## config.mk

```make
export PLATFORM = sky130hd
export DESIGN_NAME = int_issue_queue8_flat
export DESIGN_NICKNAME = d
export VERILOG_FILES = /design/src/rtl/int_issue_queue8_pkg.sv /design/src/rtl/int_issue_queue8_if.sv /design/src/rtl/int_issue_queue8_select.sv /design/src/rtl/int_issue_queue8.sv /design/src/flat_wrapper.sv
export SDC_FILE = /design/constraint.sdc
export NUM_CORES = 1
export LEC_CHECK = 0
export CAP_MARGIN = 15
export CORE_MARGIN = 2
export CORE_UTILIZATION = 25
export DETAILED_ROUTE_END_ITERATION = 6
export DONT_BUFFER_PORTS = 1
export SLEW_MARGIN = 20
export SYNTH_ARGS = -nofsm -noshare
export SYNTH_HDL_FRONTEND = slang
export SYNTH_HIERARCHICAL = 1
export SYNTH_SLANG_ARGS = --single-unit
```

## constraint.sdc

```tcl
create_clock -name Clk -period 7.47 [get_ports Clk]
set_input_delay 1.8675 -clock Clk [delete_from_list [all_inputs] [get_ports Clk]]
set_output_delay 1.8675 -clock Clk [all_outputs]
set_load 0.01 [all_outputs]
```

## src/rtl/int_issue_queue8_pkg.sv

```systemverilog
// Shared sizes and the per-entry record for the 8-entry integer issue queue.
package int_iq_pkg;

    localparam int IQDEEP = 8;
    localparam int SLOTW  = 3;
    localparam int TAGW   = 6;
    localparam int PAYW   = 32;

    typedef struct packed {
        logic            valid;
        logic [PAYW-1:0] payload;
        logic [TAGW-1:0] dst;
        logic [TAGW-1:0] src1_tag;
        logic            src1_rdy;
        logic [TAGW-1:0] src2_tag;
        logic            src2_rdy;
    } iq_entry_t;

    function automatic logic tag_hit(
        input logic            wv,
        input logic [TAGW-1:0] wt,
        input logic [TAGW-1:0] t
    );
        return wv && (wt == t);
    endfunction

endpackage

```

## src/rtl/int_issue_queue8_if.sv

```systemverilog
// Dispatch, free-list, wakeup, issue and flush signals of the issue queue.
interface int_issue_queue8_if #(
    parameter int SLOTW = int_iq_pkg::SLOTW,
    parameter int TAGW  = int_iq_pkg::TAGW,
    parameter int PAYW  = int_iq_pkg::PAYW
);
    logic            DispValid;
    logic [PAYW-1:0] DispPayload;
    logic [TAGW-1:0] DispDst;
    logic [TAGW-1:0] DispSrc1Tag;
    logic            DispSrc1Rdy;
    logic [TAGW-1:0] DispSrc2Tag;
    logic            DispSrc2Rdy;
    logic            DispReady;

    logic [SLOTW-1:0] FlPreOut;
    logic             FlEmpty;
    logic             FlRable;
    logic             FlWable;
    logic [SLOTW-1:0] FlDin;
    logic             FlClean;

    logic            WakeValid;
    logic [TAGW-1:0] WakeTag;

    logic             IssueValid;
    logic [PAYW-1:0]  IssuePayload;
    logic [TAGW-1:0]  IssueDst;
    logic [SLOTW-1:0] IssueSlot;
    logic             IssueReady;

    logic IqClean;

    modport master (
        output DispValid, DispPayload, DispDst,
        output DispSrc1Tag, DispSrc1Rdy, DispSrc2Tag, DispSrc2Rdy,
        input  DispReady,
        output FlPreOut, FlEmpty,
        input  FlRable, FlWable, FlDin, FlClean,
        output WakeValid, WakeTag,
        input  IssueValid, IssuePayload, IssueDst, IssueSlot,
        output IssueReady,
        output IqClean
    );

    modport slave (
        input  DispValid, DispPayload, DispDst,
        input  DispSrc1Tag, DispSrc1Rdy, DispSrc2Tag, DispSrc2Rdy,
        output DispReady,
        input  FlPreOut, FlEmpty,
        output FlRable, FlWable, FlDin, FlClean,
        input  WakeValid, WakeTag,
        output IssueValid, IssuePayload, IssueDst, IssueSlot,
        input  IssueReady,
        input  IqClean
    );

endinterface

```

## src/rtl/int_issue_queue8_select.sv

```systemverilog
// Fixed-priority picker: lowest-index eligible entry wins.
module int_iq_select #(
    parameter int IQDEEP = int_iq_pkg::IQDEEP,
    parameter int SLOTW  = int_iq_pkg::SLOTW
) (
    input  logic [IQDEEP-1:0] eligible,
    output logic [IQDEEP-1:0] grant,
    output logic [SLOTW-1:0]  idx,
    output logic              found
);

    // Scan from the top down so the last hit is the lowest index.
    always_comb begin
        grant = '0;
        idx   = '0;
        found = 1'b0;
        for (int i = IQDEEP - 1; i >= 0; i--) begin
            if (eligible[i]) begin
                grant    = '0;
                grant[i] = 1'b1;
                idx      = SLOTW'(i);
                found    = 1'b1;
            end
        end
    end

endmodule

```

## src/rtl/int_issue_queue8.sv

```systemverilog
// Integer issue queue: slots come from an external free list, wakeups
// mark sources ready, and the lowest ready slot issues.
module int_issue_queue8 #(
    parameter int IQDEEP = int_iq_pkg::IQDEEP,
    parameter int SLOTW  = int_iq_pkg::SLOTW,
    parameter int TAGW   = int_iq_pkg::TAGW,
    parameter int PAYW   = int_iq_pkg::PAYW
) (
    input logic               Clk,
    input logic               Rest,
    int_issue_queue8_if.slave io
);
    import int_iq_pkg::*;

    iq_entry_t         ent [IQDEEP];
    iq_entry_t         disp_ent;
    logic [IQDEEP-1:0] eligible;
    logic [IQDEEP-1:0] grant;
    logic [SLOTW-1:0]  sel_idx;
    logic              sel_found;
    logic              disp_ready;
    logic              disp_fire;
    logic              issue_valid;
    logic              issue_fire;
    logic [SLOTW-1:0]  issue_slot;

    always_comb begin
        eligible = '0;
        for (int i = 0; i < IQDEEP; i++) begin
            eligible[i] = ent[i].valid
                       && ent[i].src1_rdy
                       && ent[i].src2_rdy;
        end
    end

    int_iq_select #(
        .IQDEEP(IQDEEP),
        .SLOTW (SLOTW)
    ) u_select (
        .eligible(eligible),
        .grant   (grant),
        .idx     (sel_idx),
        .found   (sel_found)
    );

    assign disp_ready  = Rest && !io.FlEmpty && !io.IqClean;
    assign disp_fire   = io.DispValid && disp_ready;
    assign issue_valid = sel_found && Rest && !io.IqClean;
    assign issue_fire  = issue_valid && io.IssueReady;
    assign issue_slot  = issue_valid ? sel_idx : '0;

    // A wakeup in the dispatch cycle is folded into the captured ready bits.
    always_comb begin
        disp_ent          = '0;
        disp_ent.valid    = 1'b1;
        disp_ent.payload  = io.DispPayload;
        disp_ent.dst      = io.DispDst;
        disp_ent.src1_tag = io.DispSrc1Tag;
        disp_ent.src2_tag = io.DispSrc2Tag;
        disp_ent.src1_rdy = io.DispSrc1Rdy
                         || tag_hit(io.WakeValid, io.WakeTag,
                                    io.DispSrc1Tag);
        disp_ent.src2_rdy = io.DispSrc2Rdy
                         || tag_hit(io.WakeValid, io.WakeTag,
                                    io.DispSrc2Tag);
    end

    assign io.DispReady    = disp_ready;
    assign io.FlRable      = disp_fire;
    assign io.FlWable      = issue_fire;
    assign io.FlDin        = issue_slot;
    assign io.FlClean      = Rest && io.IqClean;
    assign io.IssueValid   = issue_valid;
    assign io.IssueSlot    = issue_slot;
    assign io.IssuePayload = issue_valid ? ent[sel_idx].payload : '0;
    assign io.IssueDst     = issue_valid ? ent[sel_idx].dst : '0;

    always_ff @(posedge Clk or negedge Rest) begin
        if (!Rest) begin
            for (int i = 0; i < IQDEEP; i++) begin
                ent[i].valid    <= 1'b0;
                ent[i].src1_rdy <= 1'b0;
                ent[i].src2_rdy <= 1'b0;
            end
        end else if (io.IqClean) begin
            for (int i = 0; i < IQDEEP; i++) begin
                ent[i].valid <= 1'b0;
            end
        end else begin
            for (int i = 0; i < IQDEEP; i++) begin
                if (ent[i].valid
                    && tag_hit(io.WakeValid, io.WakeTag,
                               ent[i].src1_tag)) begin
                    ent[i].src1_rdy <= 1'b1;
                end
                if (ent[i].valid
                    && tag_hit(io.WakeValid, io.WakeTag,
                               ent[i].src2_tag)) begin
                    ent[i].src2_rdy <= 1'b1;
                end
                if (issue_fire && grant[i]) begin
                    ent[i].valid <= 1'b0;
                end
                if (disp_fire && io.FlPreOut == SLOTW'(i)) begin
                    ent[i] <= disp_ent;
                end
            end
        end
    end

endmodule

```

## src/flat_wrapper.sv

```systemverilog
// flat-port wrapper written by rule: the top's interface ports become plain ports
module int_issue_queue8_flat import int_iq_pkg::*;
#(
    parameter int IQDEEP = int_iq_pkg::IQDEEP,
    parameter int SLOTW  = int_iq_pkg::SLOTW,
    parameter int TAGW   = int_iq_pkg::TAGW,
    parameter int PAYW   = int_iq_pkg::PAYW
)
  (Clk, Rest, io_DispValid, io_DispPayload, io_DispDst, io_DispSrc1Tag, io_DispSrc1Rdy, io_DispSrc2Tag, io_DispSrc2Rdy, io_DispReady, io_FlPreOut, io_FlEmpty, io_FlRable, io_FlWable, io_FlDin, io_FlClean, io_WakeValid, io_WakeTag, io_IssueValid, io_IssuePayload, io_IssueDst, io_IssueSlot, io_IssueReady, io_IqClean);
  int_issue_queue8_if #(.SLOTW(SLOTW), .TAGW(TAGW), .PAYW(PAYW)) io_i ();
  input logic Clk;
  input logic Rest;
  input wire logic [$bits(io_i.DispValid)-1:0] io_DispValid;
  input wire logic [$bits(io_i.DispPayload)-1:0] io_DispPayload;
  input wire logic [$bits(io_i.DispDst)-1:0] io_DispDst;
  input wire logic [$bits(io_i.DispSrc1Tag)-1:0] io_DispSrc1Tag;
  input wire logic [$bits(io_i.DispSrc1Rdy)-1:0] io_DispSrc1Rdy;
  input wire logic [$bits(io_i.DispSrc2Tag)-1:0] io_DispSrc2Tag;
  input wire logic [$bits(io_i.DispSrc2Rdy)-1:0] io_DispSrc2Rdy;
  output wire logic [$bits(io_i.DispReady)-1:0] io_DispReady;
  input wire logic [$bits(io_i.FlPreOut)-1:0] io_FlPreOut;
  input wire logic [$bits(io_i.FlEmpty)-1:0] io_FlEmpty;
  output wire logic [$bits(io_i.FlRable)-1:0] io_FlRable;
  output wire logic [$bits(io_i.FlWable)-1:0] io_FlWable;
  output wire logic [$bits(io_i.FlDin)-1:0] io_FlDin;
  output wire logic [$bits(io_i.FlClean)-1:0] io_FlClean;
  input wire logic [$bits(io_i.WakeValid)-1:0] io_WakeValid;
  input wire logic [$bits(io_i.WakeTag)-1:0] io_WakeTag;
  output wire logic [$bits(io_i.IssueValid)-1:0] io_IssueValid;
  output wire logic [$bits(io_i.IssuePayload)-1:0] io_IssuePayload;
  output wire logic [$bits(io_i.IssueDst)-1:0] io_IssueDst;
  output wire logic [$bits(io_i.IssueSlot)-1:0] io_IssueSlot;
  input wire logic [$bits(io_i.IssueReady)-1:0] io_IssueReady;
  input wire logic [$bits(io_i.IqClean)-1:0] io_IqClean;
  assign io_i.DispValid = io_DispValid;
  assign io_i.DispPayload = io_DispPayload;
  assign io_i.DispDst = io_DispDst;
  assign io_i.DispSrc1Tag = io_DispSrc1Tag;
  assign io_i.DispSrc1Rdy = io_DispSrc1Rdy;
  assign io_i.DispSrc2Tag = io_DispSrc2Tag;
  assign io_i.DispSrc2Rdy = io_DispSrc2Rdy;
  assign io_DispReady = io_i.DispReady;
  assign io_i.FlPreOut = io_FlPreOut;
  assign io_i.FlEmpty = io_FlEmpty;
  assign io_FlRable = io_i.FlRable;
  assign io_FlWable = io_i.FlWable;
  assign io_FlDin = io_i.FlDin;
  assign io_FlClean = io_i.FlClean;
  assign io_i.WakeValid = io_WakeValid;
  assign io_i.WakeTag = io_WakeTag;
  assign io_IssueValid = io_i.IssueValid;
  assign io_IssuePayload = io_i.IssuePayload;
  assign io_IssueDst = io_i.IssueDst;
  assign io_IssueSlot = io_i.IssueSlot;
  assign io_i.IssueReady = io_IssueReady;
  assign io_i.IqClean = io_IqClean;
  int_issue_queue8 #(.IQDEEP(IQDEEP), .SLOTW(SLOTW), .TAGW(TAGW), .PAYW(PAYW)) u_core (.Clk(Clk), .Rest(Rest), .io(io_i));
endmodule
```

# Word level (Yosys, flattened, before mapping)
# Cells that the tools add are included.
# totals
input_bits,68
wordCells,280
regBits,424
output_inout_bits,49
# op_classes
order_cmp,1
bitwise_logic,2
eq_ne,25
n_reduce_logical,126
muxes,70
# ops
operator,n
53-bit two-way mux,8
53-bit binary-select mux with 3-bit select,1
6-bit == test,18
52-bit two-way mux,2
1-bit logical AND,73
8-bit two-way mux,8
1-bit two-way mux,40
32-bit two-way mux,1
2-bit AND reduction,16
2-bit nonzero test,16
3-bit two-way mux,9
3-bit AND reduction,8
3-bit nonzero test,8
"3-bit == test, second input constant",4
"3-bit by 2-bit == test with 1-bit output, second input constant",2
6-bit two-way mux,1
"4-bit >= comparator, second input constant",1
3-bit inverter with 4-bit output,1
"3-bit by 1-bit == test with 1-bit output, second input constant",1
3-bit logical NOT,1
1-bit logical NOT,2
1-bit logical OR,2
1-bit inverter,1

# Longest topological paths before layout
# depth
ltp_word,17
ltp_mapped,11
mapped_depth_nobuf,8

# Hierarchy
# The synthesis kept the hierarchy.
# modules_own_cells
module,n_inst,cells_per_inst,seq_area_each_um2,area_per_inst_um2
int_issue_queue8,1,928,12612.1,17035.1
int_iq_select,1,22,0.0,158.9

# Least setup slack after synthesis
# No wires, ideal clock.
# synth_timing
path_type,input port to flip-flop
start,input port io_FlEmpty
end,"register u_core/ent[213] (netlist bit), enable pin"
setup_slack_ps,2403
required_time_ps,7005
setup_ps,465
n_path_buf,0
cell_stages,3
arrival_ps,4602
cell_sequence,and4bb_2 > nand2b_2 > nor2_1
# synth_via
elab_chain_cells,6
# synth_rtl
item,line_no,text
"start, declared",flat_wrapper.sv:22,input wire logic [$bits(io_i.FlEmpty)-1:0] io_FlEmpty;
1-bit logical NOT,int_issue_queue8.sv:46,assign disp_ready = Rest && !io.FlEmpty && !io.IqClean;
1-bit logical AND (2 in a row),int_issue_queue8.sv:46,
1-bit logical AND,int_issue_queue8.sv:47,assign disp_fire = io.DispValid && disp_ready;
1-bit logical AND,int_issue_queue8.sv:104,if (disp_fire && io.FlPreOut == SLOTW'(i)) begin
3-bit AND reduction (no line),n/a,
"end signal, assigned by index",int_issue_queue8.sv:105,ent[i] <= disp_ent;
"end, declared",int_issue_queue8.sv:15,iq_entry_t ent [IQDEEP];
# Every way passes these cells.
# A chain may end at the register's enable or synchronous reset.

# Final worst setup path
# layout_timing
start,register u_core/ent[423] (netlist bit)
end,output port io_IssueDst[4]
# layout_via
elab_chain_cells,8
elab_cells_between_ends,11
cone_classes,mux (6); bitwise (1); reduce/logical (4)
# layout_rtl
item,line_no,text
1-bit logical AND,int_issue_queue8.sv:31,&& ent[i].src1_rdy
1-bit logical AND,int_issue_queue8.sv:32,&& ent[i].src2_rdy;
via u_core.eligible[0],int_issue_queue8.sv:17,logic [IQDEEP-1:0] eligible;
3-bit two-way mux,int_issue_queue8_select.sv:18,if (eligible[i]) begin
via u_core.sel_idx[2],int_issue_queue8.sv:19,logic [SLOTW-1:0] sel_idx;
3-bit inverter with 4-bit output (not written as such),int_issue_queue8.sv:76,assign io.IssueDst = issue_valid ? ent[sel_idx].dst : '0;
53-bit binary-select mux with 3-bit select,int_issue_queue8.sv:76,
52-bit two-way mux (2 in a row),n/a,
6-bit two-way mux,int_issue_queue8.sv:76,
"end, declared",flat_wrapper.sv:31,output wire logic [$bits(io_i.IssueDst)-1:0] io_IssueDst;
# The timed path passes the listed nets, and every way through them passes these cells. The select of a mux whose other input is x is not followed.

==> impl_results.md <==
* CTS root buf: clkbuf_16
* Placed inst area at 0.0182 mm^2
* Max Root-Sink Buffers at 3
* Core region area at 0.0683 mm^2
* Commonest non-fill, non-tap cell in the layout: edfxtp_1
* GR Util All Layers at 11.0%
* Net Switching at 0.947 mW
* FMAX at 169 MHz
* Cell repeated most along the worst path: buf_4
* Worst Setup End Kind: output port
* Initial drt markers at 559
* Max cap viols at 0
* DRC errors left at 0
* RePlAce Congestion at 0.732
* DP Worst Slack at 1.92 ns
* Post-layout minimum cycle time at 5.91 ns
* Skew-Pair Late Insertion Delay at 0.56 ns
* Area Overhead vs Synth at 14.2%
* Die area at 0.0709 mm^2
* Crit path kind: reg -> out
* Die Span Y at 266 um
* HP Class: reg -> reg
* Post-Syn Area at 0.0172 mm^2
* Vias at 8388
* Reg power frac at 53.9%
* FF-to-FF path depth at 8
* Fraction of registers with async set/reset at 5.66%
* Final Hold Viols at 0
* First-pass GRT wire length at 57.7 mm
* Vias in the first global route at 8837
* Critical Path Start Type: flop
* Yosys reg bits at 424
* Buf/Inv on CP at 2
* RR Endpoint: u_core/ent[211]$_DFFE_PN0P_
* Hold Path Cell Cnt at 2
* RR Startpoint: u_core/ent[423]$_DFFE_PN0P_
* PwrDens at 250 mW/mm^2
* Static Leak at 5.99 nW
* Initial antenna violation count at 1
* Commonest non-fill, non-tap cells in the layout: edfxtp_1 (400), xor2_1 (61), mux2i_1 (52)
* Status: completed
* Cell family with most CP delay: compound AO/OA/AOI/OAI gates
* Crit path to: io_IssueDst[4]
* Setup violations, final at 0
* Synthesis Warnings at 6
* CTS tree: built
* Final WL at 39.3 mm
* R2R setup slack at 4.59 ns
* Ports at 117
* Pins Over Slew Limit at 0
* Routed WL per cell at 20.9 um
* Post-layout net count at 1029
* Critical path origin: u_core/ent[423]$_DFFE_PN0P_
* RSZ-0062 raised after global routing: false
* Largest family of logic cells by synthesized area: multiplexers
* DIE WIDTH at 266 um
* Biggest register: u_core/ent
* Hold_buf cts at 0
* H-tree Lvls at 2
* Critical Path AT at 4.05 ns
* # resized after CTS at 0
* CTS Buf Count at 46
* Starting Density at 25.2%
* Synth cell types at 45
* Design area at 0.0196 mm^2
* Post-synth top flop: edfxtp_1
* Dpl hpwl at 23.2 mm
* Reg area at 0.0126 mm^2
* Post-route clock period utilization at 79.2%
* Max_slew headroom at 32.2%
* First-pass iteration count of the detailed router at 5
* Slowest cell delay on critical path at 0.67 ns
* Mean Syn Cell Area at 18.1 um^2
* Cells after Synth at 950
* Grt total ovfl at 0
* Post-synthesis mux area share at 10.4%
* CP cell instances: and3_1 -> nor4_4 -> a21boi_4 -> buf_4 -> mux4_2 -> o21ai_0 -> a311oi_1 -> buf_4
* Compound-Gate Fraction of Synth Area at 5.32%
* Crit path max fanout at 30
* Logic pwr share at 1.5%
* Final Skew at 0.00619 ns
* Share of post-route cells with drive strength above 1 at 18.6%
* Footprint of the multi-input gates at 0.00431 mm^2
* CTS Sinks at 424
* Fin util at 28.7%
* Synth Area in Adders at 0%
* Largest net degree at the start of global routing at 56
* Clock share of power at 44.6%
* Final Power at 4.91 mW
* Hold Crit Start: u_core/ent[265]$_DFFE_PN0P_
* Int Power at 3.96 mW
* Regs by FF count: u_core/ent: 424 flops
* Post-synth EDFFs at 400
* WP data required at 5.60 ns
* Post-CTS Setup Bufs at 0
* Sw frac at 19.3%
* Fill count at 6710
* Synth Area in XOR/XNOR at 5.50%
* Simple-Gate Fraction of Synth Area at 3.31%
* Core Rows at 96
* Setup TNS at 0 ns
* Via density per instance at 4.46
* Worst-path clk slew at 0.06 ns
* Levels on crit path at 8
* Worst-Margin Slew at 1.02 ns
* Post-route ant nets at 0
* Net Count, Synth at 1018
* Port Buf Inserts at 0
* Slowest CP cell: a21boi_4
* PnR worst setup slack at 1.56 ns
* Register area share after synthesis at 73.4%
* Flip-flop count of the largest register after layout at 424
* VDD IR max at 0.141 mV
## per-layer routing
| metal | track usage (%) | vias up | wire length, um |
|---|---|---|---|
| li1 | - | 3756 | - |
| met1 | 14.0 | 4342 | 16800 |
| met2 | 17.7 | 221 | 18500 |
| met3 | 3.97 | 67 | 3160 |
| met4 | 2.95 | 2 | 786 |
| met5 | 0 | - | 13 |
## final cells by class
class / count / share of cell area [%]
clock buffer: 64 / 6.64
sequential: 424 / 64.2
inverter: 3 / 0.0573
timing repair buffer: 18 / 0.688
antenna: 1 / 0.0127
tap: 882 / 5.62
multi-input combinational: 468 / 21.9
clock inverter: 20 / 0.841
## Yosys cell counts (all sizes together) (2+ instances only)
library cell / instances / area, um^2
mux2i: 52 / 521
dfrtp: 24 / 601
edfxtp: 400 / 12000
nand4: 3 / 18.8
nand3: 3 / 15.0
a31o: 8 / 70.1
nor4: 18 / 128
nor2: 12 / 45.0
a21oi: 39 / 195
nand2: 11 / 41.3
mux2: 37 / 417
a41oi: 14 / 123
o21a: 37 / 278
and4b: 2 / 20.0
nor3b: 4 / 40.0
o21ai: 39 / 195
a22oi: 3 / 22.5
inv: 2 / 7.51
and2: 7 / 46.3
nand3b: 8 / 60.1
mux4: 38 / 856
nor3: 5 / 35.0
xnor2: 47 / 412
and3: 9 / 56.3
nor2b: 3 / 18.8
xor2: 61 / 534
nor4b: 2 / 23.8
clkbuf: 21 / 78.8
buf: 34 / 269
## through the flow
stage | instances | hold slack (ns)
after global routing | 1879 | 0.581
after floorplan | 950 | 0.497
after global placement | 1795 | 0.529
after CTS | 1879 | 0.561
after detailed placement | 1795 | 0.547
final | 1880 | 0.558
## power groups by stage
stage / clock [mW] / combinational, mW / sequential, mW
floorplan: 0 / 0.0761 / 2.69
global placement: 0 / 0.0748 / 2.69
finish: 2.19 / 0.0755 / 2.64
detailed placement: 0 / 0.0764 / 2.69
global route: 2.36 / 0.0838 / 2.64
CTS: 2.27 / 0.0767 / 2.64
## worst min-delay path by stage
stage / endpoint / slack [ns]
floorplan: u_core/ent[0]$_DFFE_PN0P_ / 0.50
global placement: u_core/ent[317]$_DFFE_PN0P_ / 0.53
detailed placement: u_core/ent[371]$_DFFE_PN0P_ / 0.55
CTS: u_core/ent[371]$_DFFE_PN0P_ / 0.56
global route: u_core/ent[370]$_DFFE_PN0P_ / 0.58
finish: u_core/ent[265]$_DFFE_PN0P_ / 0.56
## logic make-up (layout without fill, tap and decap cells)
kind of cell | after synthesis | count (layout)
compound gates | 144 | 144
other cells | 0 | 1
xor+xnor | 108 | 108
mux | 127 | 127
flops | 424 | 424
buf+inv | 58 | 105
simple gates | 89 | 89
## worst register-to-register path: stages, from the launching register on
cell and delay, ns:
dfrtp_1 0.41, and3_1 0.56, nor4_4 0.10, nand3_1 0.10, nand3_1 0.13, inv_1 0.48
and2_1 0.60, nand2_1 0.13, a31o_2 0.27
No activity file was read; power rests on OpenSTA's default activity.
